### src/rtl/fpu.sv
// fpu: iterative IEEE-754 binary64 add/subtract/multiply/divide.
// Denormal inputs act as signed zero and tiny results flush to signed zero.
// Results, ready and status flags are all registered and change together.
module fpu (
  input  logic        clk,
  input  logic        rst,
  input  logic        enable,
  input  logic [1:0]  rmode,
  input  logic [2:0]  fpu_op,
  input  logic [63:0] opa,
  input  logic [63:0] opb,
  output logic [63:0] out,
  output logic        ready,
  output logic        underflow,
  output logic        overflow,
  output logic        inexact,
  output logic        exception,
  output logic        invalid
);

  typedef enum logic [2:0] {IDLE, UNPACK, COMPUTE, NORMALIZE, ROUND, DONE} state_t;

  localparam logic [63:0] QNAN = 64'h7FF8_0000_0000_0000;

  state_t             state;
  logic [63:0]        a_r, b_r, spec_out_r;
  logic [2:0]         op_r;
  logic [1:0]         rm_r;
  logic [5:0]         cnt, last, sh_r;
  logic               sign_r, eff_sub, zero_r, spec_r, spec_inv_r, spec_dbz_r;
  logic signed [12:0] exp_r;
  logic [56:0]        acc_r;   // [55] = integer bit, [2:0] = guard/round/sticky
  logic [55:0]        al_r, m_r;
  logic [105:0]       p_r;     // shift-add product: high half accumulates, low half holds multiplier
  logic [53:0]        rem_r;
  logic [54:0]        quo_r;

  logic [10:0] ea, eb;
  logic [51:0] fa, fb;
  logic [52:0] ma, mb;
  logic        sb, sm, nan_a, nan_b, snan_a, snan_b, inf_a, inf_b, zero_a, zero_b;

  assign ea     = a_r[62:52];
  assign eb     = b_r[62:52];
  assign fa     = a_r[51:0];
  assign fb     = b_r[51:0];
  assign ma     = (ea == 11'd0) ? 53'd0 : {1'b1, fa};
  assign mb     = (eb == 11'd0) ? 53'd0 : {1'b1, fb};
  assign sb     = b_r[63] ^ (op_r == 3'd1);
  assign sm     = a_r[63] ^ b_r[63];
  assign nan_a  = (ea == 11'h7FF) && (fa != 52'd0);
  assign nan_b  = (eb == 11'h7FF) && (fb != 52'd0);
  assign snan_a = nan_a & ~fa[51];
  assign snan_b = nan_b & ~fb[51];
  assign inf_a  = (ea == 11'h7FF) && (fa == 52'd0);
  assign inf_b  = (eb == 11'h7FF) && (fb == 52'd0);
  assign zero_a = (ea == 11'd0);
  assign zero_b = (eb == 11'd0);

  function automatic logic [5:0] lead_zeros(input logic [55:0] v);
    logic [5:0] n;
    n = 6'd0;
    for (int i = 0; i < 56; i++) begin
      if (v[i]) n = 6'(55 - i);
      else      n = n;
    end
    return n;
  endfunction

  function automatic logic [5:0] shift_cap(input logic [10:0] d);
    return (d > 11'd60) ? 6'd60 : d[5:0];
  endfunction

  logic        sp_v, sp_inv, sp_dbz;
  logic [63:0] sp_out;
  // Classify NaN/inf/zero operand combinations that bypass the datapath
  always_comb begin
    sp_v = 1'b0; sp_out = QNAN; sp_inv = 1'b0; sp_dbz = 1'b0;
    case (op_r)
      3'd0, 3'd1: begin
        if (nan_a | nan_b) begin sp_v = 1'b1; sp_inv = snan_a | snan_b; end
        else if (inf_a & inf_b & (a_r[63] != sb)) begin sp_v = 1'b1; sp_inv = 1'b1; end
        else if (inf_a) begin sp_v = 1'b1; sp_out = {a_r[63], 11'h7FF, 52'd0}; end
        else if (inf_b) begin sp_v = 1'b1; sp_out = {sb, 11'h7FF, 52'd0}; end
        else sp_v = 1'b0;
      end
      3'd2: begin
        if (nan_a | nan_b) begin sp_v = 1'b1; sp_inv = snan_a | snan_b; end
        else if ((inf_a & zero_b) | (zero_a & inf_b)) begin sp_v = 1'b1; sp_inv = 1'b1; end
        else if (inf_a | inf_b) begin sp_v = 1'b1; sp_out = {sm, 11'h7FF, 52'd0}; end
        else if (zero_a | zero_b) begin sp_v = 1'b1; sp_out = {sm, 63'd0}; end
        else sp_v = 1'b0;
      end
      3'd3: begin
        if (nan_a | nan_b) begin sp_v = 1'b1; sp_inv = snan_a | snan_b; end
        else if ((inf_a & inf_b) | (zero_a & zero_b)) begin sp_v = 1'b1; sp_inv = 1'b1; end
        else if (inf_a) begin sp_v = 1'b1; sp_out = {sm, 11'h7FF, 52'd0}; end
        else if (inf_b) begin sp_v = 1'b1; sp_out = {sm, 63'd0}; end
        else if (zero_b) begin sp_v = 1'b1; sp_dbz = 1'b1; sp_out = {sm, 11'h7FF, 52'd0}; end
        else if (zero_a) begin sp_v = 1'b1; sp_out = {sm, 63'd0}; end
        else sp_v = 1'b0;
      end
      default: begin sp_v = 1'b1; sp_inv = 1'b1; end
    endcase
  end

  // Final COMPUTE count per operation, fixing each operation's latency
  always_comb begin
    case (op_r)
      3'd2:    last = 6'd54;
      3'd3:    last = 6'd56;
      default: last = 6'd1;
    endcase
  end

  logic [111:0] al_tmp;
  logic [55:0]  al_next;
  logic [53:0]  mul_sum, div_diff;
  logic         div_ge;
  // Next-step values of the alignment shifter, shift-add multiplier and restoring divider
  always_comb begin
    al_tmp   = {al_r, 56'd0} >> sh_r;
    al_next  = {al_tmp[111:57], al_tmp[56] | (|al_tmp[55:0])};
    mul_sum  = {1'b0, p_r[105:53]} + (p_r[0] ? {1'b0, ma} : 54'd0);
    div_ge   = rem_r >= {1'b0, mb};
    div_diff = div_ge ? (rem_r - {1'b0, mb}) : rem_r;
  end

  logic               g_bit, s_bit, inc, to_inf;
  logic [53:0]        mr;
  logic signed [12:0] e_rnd;
  logic [51:0]        frac;
  // Round the normalized mantissa; a carry out bumps the exponent
  always_comb begin
    g_bit = m_r[2];
    s_bit = m_r[1] | m_r[0];
    case (rm_r)
      2'b00:   inc = g_bit & (s_bit | m_r[3]);
      2'b10:   inc = ~sign_r & (g_bit | s_bit);
      2'b11:   inc = sign_r & (g_bit | s_bit);
      default: inc = 1'b0;
    endcase
    mr = {1'b0, m_r[55:3]} + {53'd0, inc};
    if (mr[53]) begin e_rnd = exp_r + 13'sd1; frac = mr[52:1]; end
    else        begin e_rnd = exp_r;          frac = mr[51:0]; end
    to_inf = (rm_r == 2'b00) | ((rm_r == 2'b10) & ~sign_r) | ((rm_r == 2'b11) & sign_r);
  end

  // Operation sequencer with datapath registers and registered result/flags
  always_ff @(posedge clk or negedge rst) begin
    if (!rst) begin
      state <= IDLE; a_r <= 64'd0; b_r <= 64'd0; op_r <= 3'd0; rm_r <= 2'd0;
      cnt <= 6'd0; sh_r <= 6'd0; sign_r <= 1'b0; eff_sub <= 1'b0; zero_r <= 1'b0;
      exp_r <= 13'sd0; acc_r <= 57'd0; al_r <= 56'd0; m_r <= 56'd0; p_r <= 106'd0;
      rem_r <= 54'd0; quo_r <= 55'd0; spec_r <= 1'b0; spec_inv_r <= 1'b0;
      spec_dbz_r <= 1'b0; spec_out_r <= 64'd0; out <= 64'd0; ready <= 1'b0;
      underflow <= 1'b0; overflow <= 1'b0; inexact <= 1'b0; exception <= 1'b0; invalid <= 1'b0;
    end else begin
      case (state)
        IDLE, DONE: begin
          if (enable) begin
            a_r <= opa; b_r <= opb; op_r <= fpu_op; rm_r <= rmode;
            ready <= 1'b0; underflow <= 1'b0; overflow <= 1'b0;
            inexact <= 1'b0; exception <= 1'b0; invalid <= 1'b0;
            state <= UNPACK;
          end else begin
            state <= state;
          end
        end
        UNPACK: begin
          spec_r <= sp_v; spec_out_r <= sp_out; spec_inv_r <= sp_inv; spec_dbz_r <= sp_dbz;
          cnt <= 6'd0; zero_r <= 1'b0;
          case (op_r)
            3'd0, 3'd1: begin
              eff_sub <= a_r[63] ^ sb;
              if ({ea, ma} >= {eb, mb}) begin
                sign_r <= a_r[63]; exp_r <= $signed({2'b00, ea});
                acc_r <= {1'b0, ma, 3'b000}; al_r <= {mb, 3'b000}; sh_r <= shift_cap(ea - eb);
              end else begin
                sign_r <= sb; exp_r <= $signed({2'b00, eb});
                acc_r <= {1'b0, mb, 3'b000}; al_r <= {ma, 3'b000}; sh_r <= shift_cap(eb - ea);
              end
            end
            3'd2: begin
              eff_sub <= 1'b0; sign_r <= sm; p_r <= {53'd0, mb};
              exp_r <= $signed({2'b00, ea}) + $signed({2'b00, eb}) - 13'sd1023;
            end
            3'd3: begin
              eff_sub <= 1'b0; sign_r <= sm; rem_r <= {1'b0, ma}; quo_r <= 55'd0;
              exp_r <= $signed({2'b00, ea}) - $signed({2'b00, eb}) + 13'sd1023;
            end
            default: begin eff_sub <= 1'b0; sign_r <= 1'b0; end
          endcase
          state <= (op_r > 3'd3) ? ROUND : COMPUTE;
        end
        COMPUTE: begin
          cnt <= cnt + 6'd1;
          case (op_r)
            3'd0, 3'd1: begin
              if (cnt == 6'd0) al_r <= al_next;
              else acc_r <= eff_sub ? (acc_r - {1'b0, al_r}) : (acc_r + {1'b0, al_r});
            end
            3'd2: begin
              if (cnt < 6'd53) p_r <= {mul_sum, p_r[52:1]};
              else acc_r <= {p_r[105:50], |p_r[49:0]};
            end
            3'd3: begin
              if (cnt < 6'd55) begin
                quo_r <= {quo_r[53:0], div_ge};
                rem_r <= {div_diff[52:0], 1'b0};
              end else begin
                acc_r <= {1'b0, quo_r, |rem_r};
              end
            end
            default: acc_r <= acc_r;
          endcase
          state <= (cnt == last) ? NORMALIZE : COMPUTE;
        end
        NORMALIZE: begin
          if (acc_r[56]) begin
            m_r <= {acc_r[56:2], acc_r[1] | acc_r[0]};
            exp_r <= exp_r + 13'sd1;
          end else if (acc_r == 57'd0) begin
            zero_r <= 1'b1;
            sign_r <= eff_sub ? (rm_r == 2'b11) : sign_r;
          end else begin
            m_r <= acc_r[55:0] << lead_zeros(acc_r[55:0]);
            exp_r <= exp_r - $signed({7'd0, lead_zeros(acc_r[55:0])});
          end
          state <= ROUND;
        end
        ROUND: begin
          ready <= 1'b1;
          if (spec_r) begin
            out <= spec_out_r; invalid <= spec_inv_r; exception <= spec_inv_r | spec_dbz_r;
          end else if (zero_r) begin
            out <= {sign_r, 63'd0};
          end else if (e_rnd >= 13'sd2047) begin
            out <= to_inf ? {sign_r, 11'h7FF, 52'd0} : {sign_r, 11'h7FE, {52{1'b1}}};
            overflow <= 1'b1; inexact <= 1'b1; exception <= 1'b1;
          end else if (e_rnd <= 13'sd0) begin
            out <= {sign_r, 63'd0};
            underflow <= 1'b1; inexact <= 1'b1; exception <= 1'b1;
          end else begin
            out <= {sign_r, e_rnd[10:0], frac};
            inexact <= g_bit | s_bit;
          end
          state <= DONE;
        end
        default: state <= IDLE;
      endcase
    end
  end

endmodule

### config.mk
export PLATFORM = sky130hd
export DESIGN_NAME = fpu
export DESIGN_NICKNAME = d
export VERILOG_FILES = /design/src/rtl/fpu.sv
export SDC_FILE = /design/constraint.sdc
export NUM_CORES = 2
export LEC_CHECK = 0
export CAP_MARGIN = 10
export CORE_MARGIN = 3
export CORE_UTILIZATION = 60
export CTS_CLUSTER_SIZE = 16
export DETAILED_ROUTE_END_ITERATION = 16
export PLACE_DENSITY = 0.84
export SLEW_MARGIN = 0
export SYNTH_ARGS = -nofsm -noshare
export SYNTH_HDL_FRONTEND = slang
export SYNTH_SLANG_ARGS = --single-unit
export TNS_END_PERCENT = 1
### constraint.sdc
create_clock -name clk -period 7.7 [get_ports clk]
set_input_delay 0.77 -clock clk [delete_from_list [all_inputs] [get_ports clk]]
set_output_delay 0.77 -clock clk [all_outputs]
set_load 0.01 [all_outputs]
# ---- After elaboration in Yosys (flattened, before gate mapping)
# Cells that the tools add are included.
dict set report word_totals {
  regBits 685
  word_cells 354
}
dict set report classes {
  addsub 14
  n_lt_le_gt_ge 9
  n_eq_ne 42
  shift 2
  mux 187
  bitwise_logic 32
  reduce_logical 40
}
# cell count
set ops {}
lappend ops {{$mux W64} 15}
lappend ops {{$mux W56} 7}
lappend ops {{$mux W6} 62}
lappend ops {{$mux W106} 3}
lappend ops {{$mux W57} 5}
lappend ops {{$mux W53} 5}
lappend ops {{$pmux W106 S2} 1}
lappend ops {{$pmux W64 S3} 1}
lappend ops {{$mux W63} 3}
lappend ops {{$pmux W57 S3} 1}
lappend ops {{$mux W55} 3}
lappend ops {{$mux W54} 3}
lappend ops {{$pmux W57 S2} 1}
lappend ops {{$pmux W56 S2} 1}
lappend ops {{$shr A112 B6 Y112} 1}
lappend ops {{$pmux W55 S2} 1}
lappend ops {{$pmux W54 S2} 1}
lappend ops {{$logic_not A52 Y1} 2}
lappend ops {{$reduce_bool A52 Y1} 2}
lappend ops {{$ge A64 B64 Y1} 1}
lappend ops {{$add A57 B56 Y57} 1}
lappend ops {{$logic_not A57 Y1} 1}
lappend ops {{$sub A57 B56 Y57} 1}
lappend ops {{$reduce_or A56 Y1} 1}
lappend ops {{59 further kinds} 203}

# ---- Depth between registers and ports, before layout
dict set report depth {
  word_depth 63
  ltp_mapped 25
}

# ---- Worst setup path before layout
# Ideal clock, no wire load.
dict set report synth_path {
  kind {reg2reg}
  from {register al_r[5]}
  to {register acc_r[55]}
  setup_ps 70
  t_arrival_ps 5200
  slack_ps 2430
  stages_incl_launch_ff 23
  n_path_buf 1
  synth_period_minus_slack_ps 5270
  cell_sequence {dfrtp_1 -> buf_2 -> or4_4 -> nor4_4 -> nand2_1 -> nor2_1 -> nand2_1 -> or4_1 -> o31ai_1 -> o21a_1 -> a21boi_2 -> o21ai_0 -> xnor2_1 -> ha_1 -> o21a_1 -> o21a_1 -> nand4_1 -> nor4_1 -> a31oi_1 -> o21ai_0 -> a31oi_1 -> or4_1 -> nand3_1}
}
dict set report synth_between {
  elab_chain_len 5
  word_cells_on_any_way 6
}
# element line_no
set synth_lines {}
lappend synth_lines {{start, declared} 33} ;# logic [55:0] al_r, m_r;
lappend synth_lines {{start signal, assigned} 178} ;# acc_r <= {1'b0, ma, 3'b000}; al_r <= {mb, 3'b000}; sh_r <= shift_cap(ea - eb);
lappend synth_lines {{start signal, assigned} 181} ;# acc_r <= {1'b0, mb, 3'b000}; al_r <= {ma, 3'b000}; sh_r <= shift_cap(eb - ea);
lappend synth_lines {{start signal, assigned} 200} ;# if (cnt == 6'd0) al_r <= al_next;
lappend synth_lines {{$add A57 B56 Y57 or $sub A57 B56 Y57 (tied branches)} 201} ;# else acc_r <= eff_sub ? (acc_r - {1'b0, al_r}) : (acc_r + {1'b0, al_r});
lappend synth_lines {{$mux W57 *} 201}
lappend synth_lines {{$mux W57 *} 200}
lappend synth_lines {{$pmux W57 S3 *} 198} ;# case (op_r)
lappend synth_lines {{$pmux W57 S2 *} 159} ;# case (state)
lappend synth_lines {{end signal, assigned} 201}
lappend synth_lines {{end signal, assigned} 205} ;# else acc_r <= {p_r[105:50], |p_r[49:0]};
lappend synth_lines {{end signal, assigned} 212} ;# acc_r <= {1'b0, quo_r, |rem_r};
lappend synth_lines {{end, declared} 32} ;# logic [56:0] acc_r;
# Every way passes the cells marked *; elsewhere a longest branch is shown, timed or not. The select of a mux whose other input is x is not followed.
# A chain may end at the register's enable or synchronous reset.

# ---- Final worst setup path
dict set report layout_path {
  from {register a_r[56]}
  to {register sh_r[2]}
}
dict set report layout_between {
  elab_chain_len 4
  word_cells_on_any_way 10
}
# element line_no
set layout_lines {}
lappend layout_lines {{start, declared} 26} ;# logic [63:0] a_r, b_r, spec_out_r;
lappend layout_lines {{start signal, assigned} 162} ;# a_r <= opa; b_r <= opb; op_r <= fpu_op; rm_r <= rmode;
lappend layout_lines {{$sub A11 B11 Y11, or another cell as far along} 181}
lappend layout_lines {{$gt A11 B6 Y1 or $mux W53 (tied branches)} {71, 47}}
lappend layout_lines {{$mux W6 or $ge A64 B64 Y1 (tied branches)} {71, 176}}
lappend layout_lines {{$mux W6 *} 176} ;# if ({ea, ma} >= {eb, mb}) begin
lappend layout_lines {{end signal, assigned} 178}
lappend layout_lines {{end signal, assigned} 181}
lappend layout_lines {{end, declared} 29} ;# logic [5:0] cnt, last, sh_r;
# Every way passes the cells marked *; elsewhere a longest branch is shown, timed or not.

==> out/results.txt <==
Unrepaired setup endpoints after global routing -> no
HP Class -> in -> async
Layout net count -> 6735
Total number of vias -> 54090
Boundary Pins -> 206
Area grow syn2layout -> 9.970%
DRC -> 0
Root Buffer -> clkbuf_16
Multi-input gate area -> 0.03444 sq mm
Required time worst endpoint -> 8.24 ns
Die X -> 302.0 um
WL per Instance -> 29.15 um
Initial antenna violation count -> 14
CP startpoint kind -> flop
YS warnings -> 0
Number of buffers and inverters on the critical path -> 2
Netlist cell types -> 116
Final setup viols -> 0
Crit-path slowest cell -> nor4b_1
Gate Count Post-Synth -> 6413
H-tree depth -> 3
Post-DP Area -> 0.05504 sq mm
Crit path DAT -> 7.11 ns
Seq. cell area -> 0.01562 sq mm
Setup crit end kind -> flop
Port Buffer Count -> 205
Syn Nets -> 6831
Max Clk Rate -> 152.3 MHz
Initial Util -> 0.6108
Fraction of layout cells with a size suffix above 1 -> 0.08371
Row count -> 107
Synth top area share -> 0.2970
Post-synth top area cell -> dfrtp_1
Post-cts sizing count -> 0
Clk_lat worst skew -> 0.67 ns
Clock Skew -> 0.04772 ns
Final Hold Fails -> 0
Clk pin slew, worst setup/hold paths -> 0.06 ns
Ys async rst share -> 1.000
Initial DRC Count -> 8312
Pin count of the biggest net entering global routing -> 175
Final period util -> 0.8529
CTS max path bufs -> 3
Worst hold margin -> 0.1359 ns
Ys flop type -> dfrtp_1
Top cells by count, synth -> nand2_1 (644), dfrtp_1 (624), nor2_1 (552)
Setup CP Type -> reg -> reg
Worst-path cell chain -> nor4_1, nand3_4, buf_4, nand2_1, inv_1, ha_1, a21o_1, a21oi_1, o21ai_0, a221oi_1, o211ai_1, a21o_4, nor4b_1, a221oi_1, a21o_1
Num Clock Sinks -> 624
CTS Hold Buffers Added -> 0
Post-Syn Area -> 0.05258 sq mm
Core area -> 0.08608 sq mm
MaxCap Viol Count -> 0
Area of the die -> 0.09123 sq mm
Tot GR Track Use -> 0.4705
Status -> completed
Critical Path Max Stage Delay -> 1.05 ns
Final worst-path setup slack -> 1.132 ns
ANT nets after route -> 0
Vias in the first global route -> 50610
Post-synth EDFFs -> 0
Vias per Instance -> 7.185
First-pass GRT wire length -> 325.0 mm
CTS tree -> built
Gr ovfl total -> 0
Fill cells -> 7136
Pins Over Slew Limit -> 0
Count leader, synth -> nand2_1
DP Wirelength -> 166.1 mm
Mean Syn Cell Area -> 8.199 sq um
Routability cong. -> 1.097
Worst-margin pin slew -> 1.291 ns
Final Cell Area -> 0.05783 sq mm
Critical-path maximum fanout -> 61
Synth Register Bits -> 624
WL final -> 219.5 mm
Die Height -> 302.0 um
TritonRoute pass-1 iters -> 10
Post-Place Worst Slack -> 1.530 ns
Critical path's top delay family -> simple AND/OR/NAND/NOR gates
Sequential area share after synthesis -> 0.2970
Final min period -> 6.568 ns
Synth area leaders -> dfrtp_1 (30%), ha_1 (6.5%), mux2i_1 (5.5%)
TNS Setup -> 0 ns
Total clock buffers created by CTS -> 76
Relative slew slack -> 0.1325
Post-CTS Setup Bufs -> 0
kinds of logic (layout without fill, tap and decap cells):
logic type | Yosys count | count (layout) | synth area share
and+or+nand+nor | 1985 | 1985 | 0.1788
adders and majority gates | 282 | 282 | 0.06810
AOI/OAI and AO/OA | 2068 | 2068 | 0.2561
muxes | 494 | 494 | 0.1021
buffers and inverters | 678 | 644 | 0.05094
xor gates and xnor gates | 282 | 282 | 0.04697
other | 0 | 6 | 0
DFF | 624 | 624 | 0.2970
registers in the layout (all words and copies together) (netlist names), 2 cells and up:
signal	count
a_r	64
spec_out_r	3
b_r	64
p_r	106
al_r	56
op_r	3
exp_r	13
rm_r	2
state	3
acc_r	57
rem_r	54
quo_r	55
sh_r	6
cnt	6
m_r	56
out	64
placed cells by master, fill, tap and decap left out, types with 101 or more instances in the layout:
cell type,synthesis,routed
a21o_1,124,123
mux2i_1,291,291
ha_1,275,275
inv_1,206,205
nand3_1,130,128
nor3_1,129,127
clkdlybuf4s50_1,0,204
nand2_1,644,644
a21oi_1,545,543
nor4_1,101,101
dfrtp_1,624,620
mux2_2,187,187
xnor2_1,167,167
xor2_1,115,115
nor2_1,552,545
o21ai_0,508,507
metrics by stage:
step                utilization  cells
global placement         0.6394   7382
CTS                      0.6715   7522
detailed placement       0.6394   7382
global route             0.6716   7525
floorplan                     -   6413
finish                   0.6717   7529
routing by layer:
layer  routed length (um)  vias up  global-route usage  share of wire
li1                     -    23510                   -              -
met1                80870    25760              0.6004           0.37
met2                91150     3914              0.6807           0.42
met3                29940      902              0.1588           0.14
met4                17500        6              0.3047          0.080
met5                   46        -                   0        0.00021
cell type report:
class | instances | share of cell area
multi-input cells | 5111 | 0.5955
flip-flops and latches | 624 | 0.2702
repair buffers | 293 | 0.04786
clock buffers | 101 | 0.03765
well taps | 1144 | 0.02475
inverters | 211 | 0.01370
clock inverters | 39 | 0.01010
diodes | 6 | 0.0002597
path summary, 6_finish.rpt:
check | start | slack, ns | cells past startpoint | endpoint
max in group asynchronous | rst | 6.00 | 2 | p_r[46]
min in group clk | m_r[55] | 0.49 | 1 | m_r[55]
worst min register to register | m_r[55] | 0.49 | 1 | m_r[55]
worst min-delay path | rst | 0.14 | 1 | out[57]
worst max-delay path | a_r[56] | 1.13 | 15 | sh_r[2]
worst max register to register | a_r[56] | 1.13 | 15 | sh_r[2]
Power is left out: the tool's default activity adds up to more than one toggle a clock period on the data nets, which glitch-free logic cannot reach.
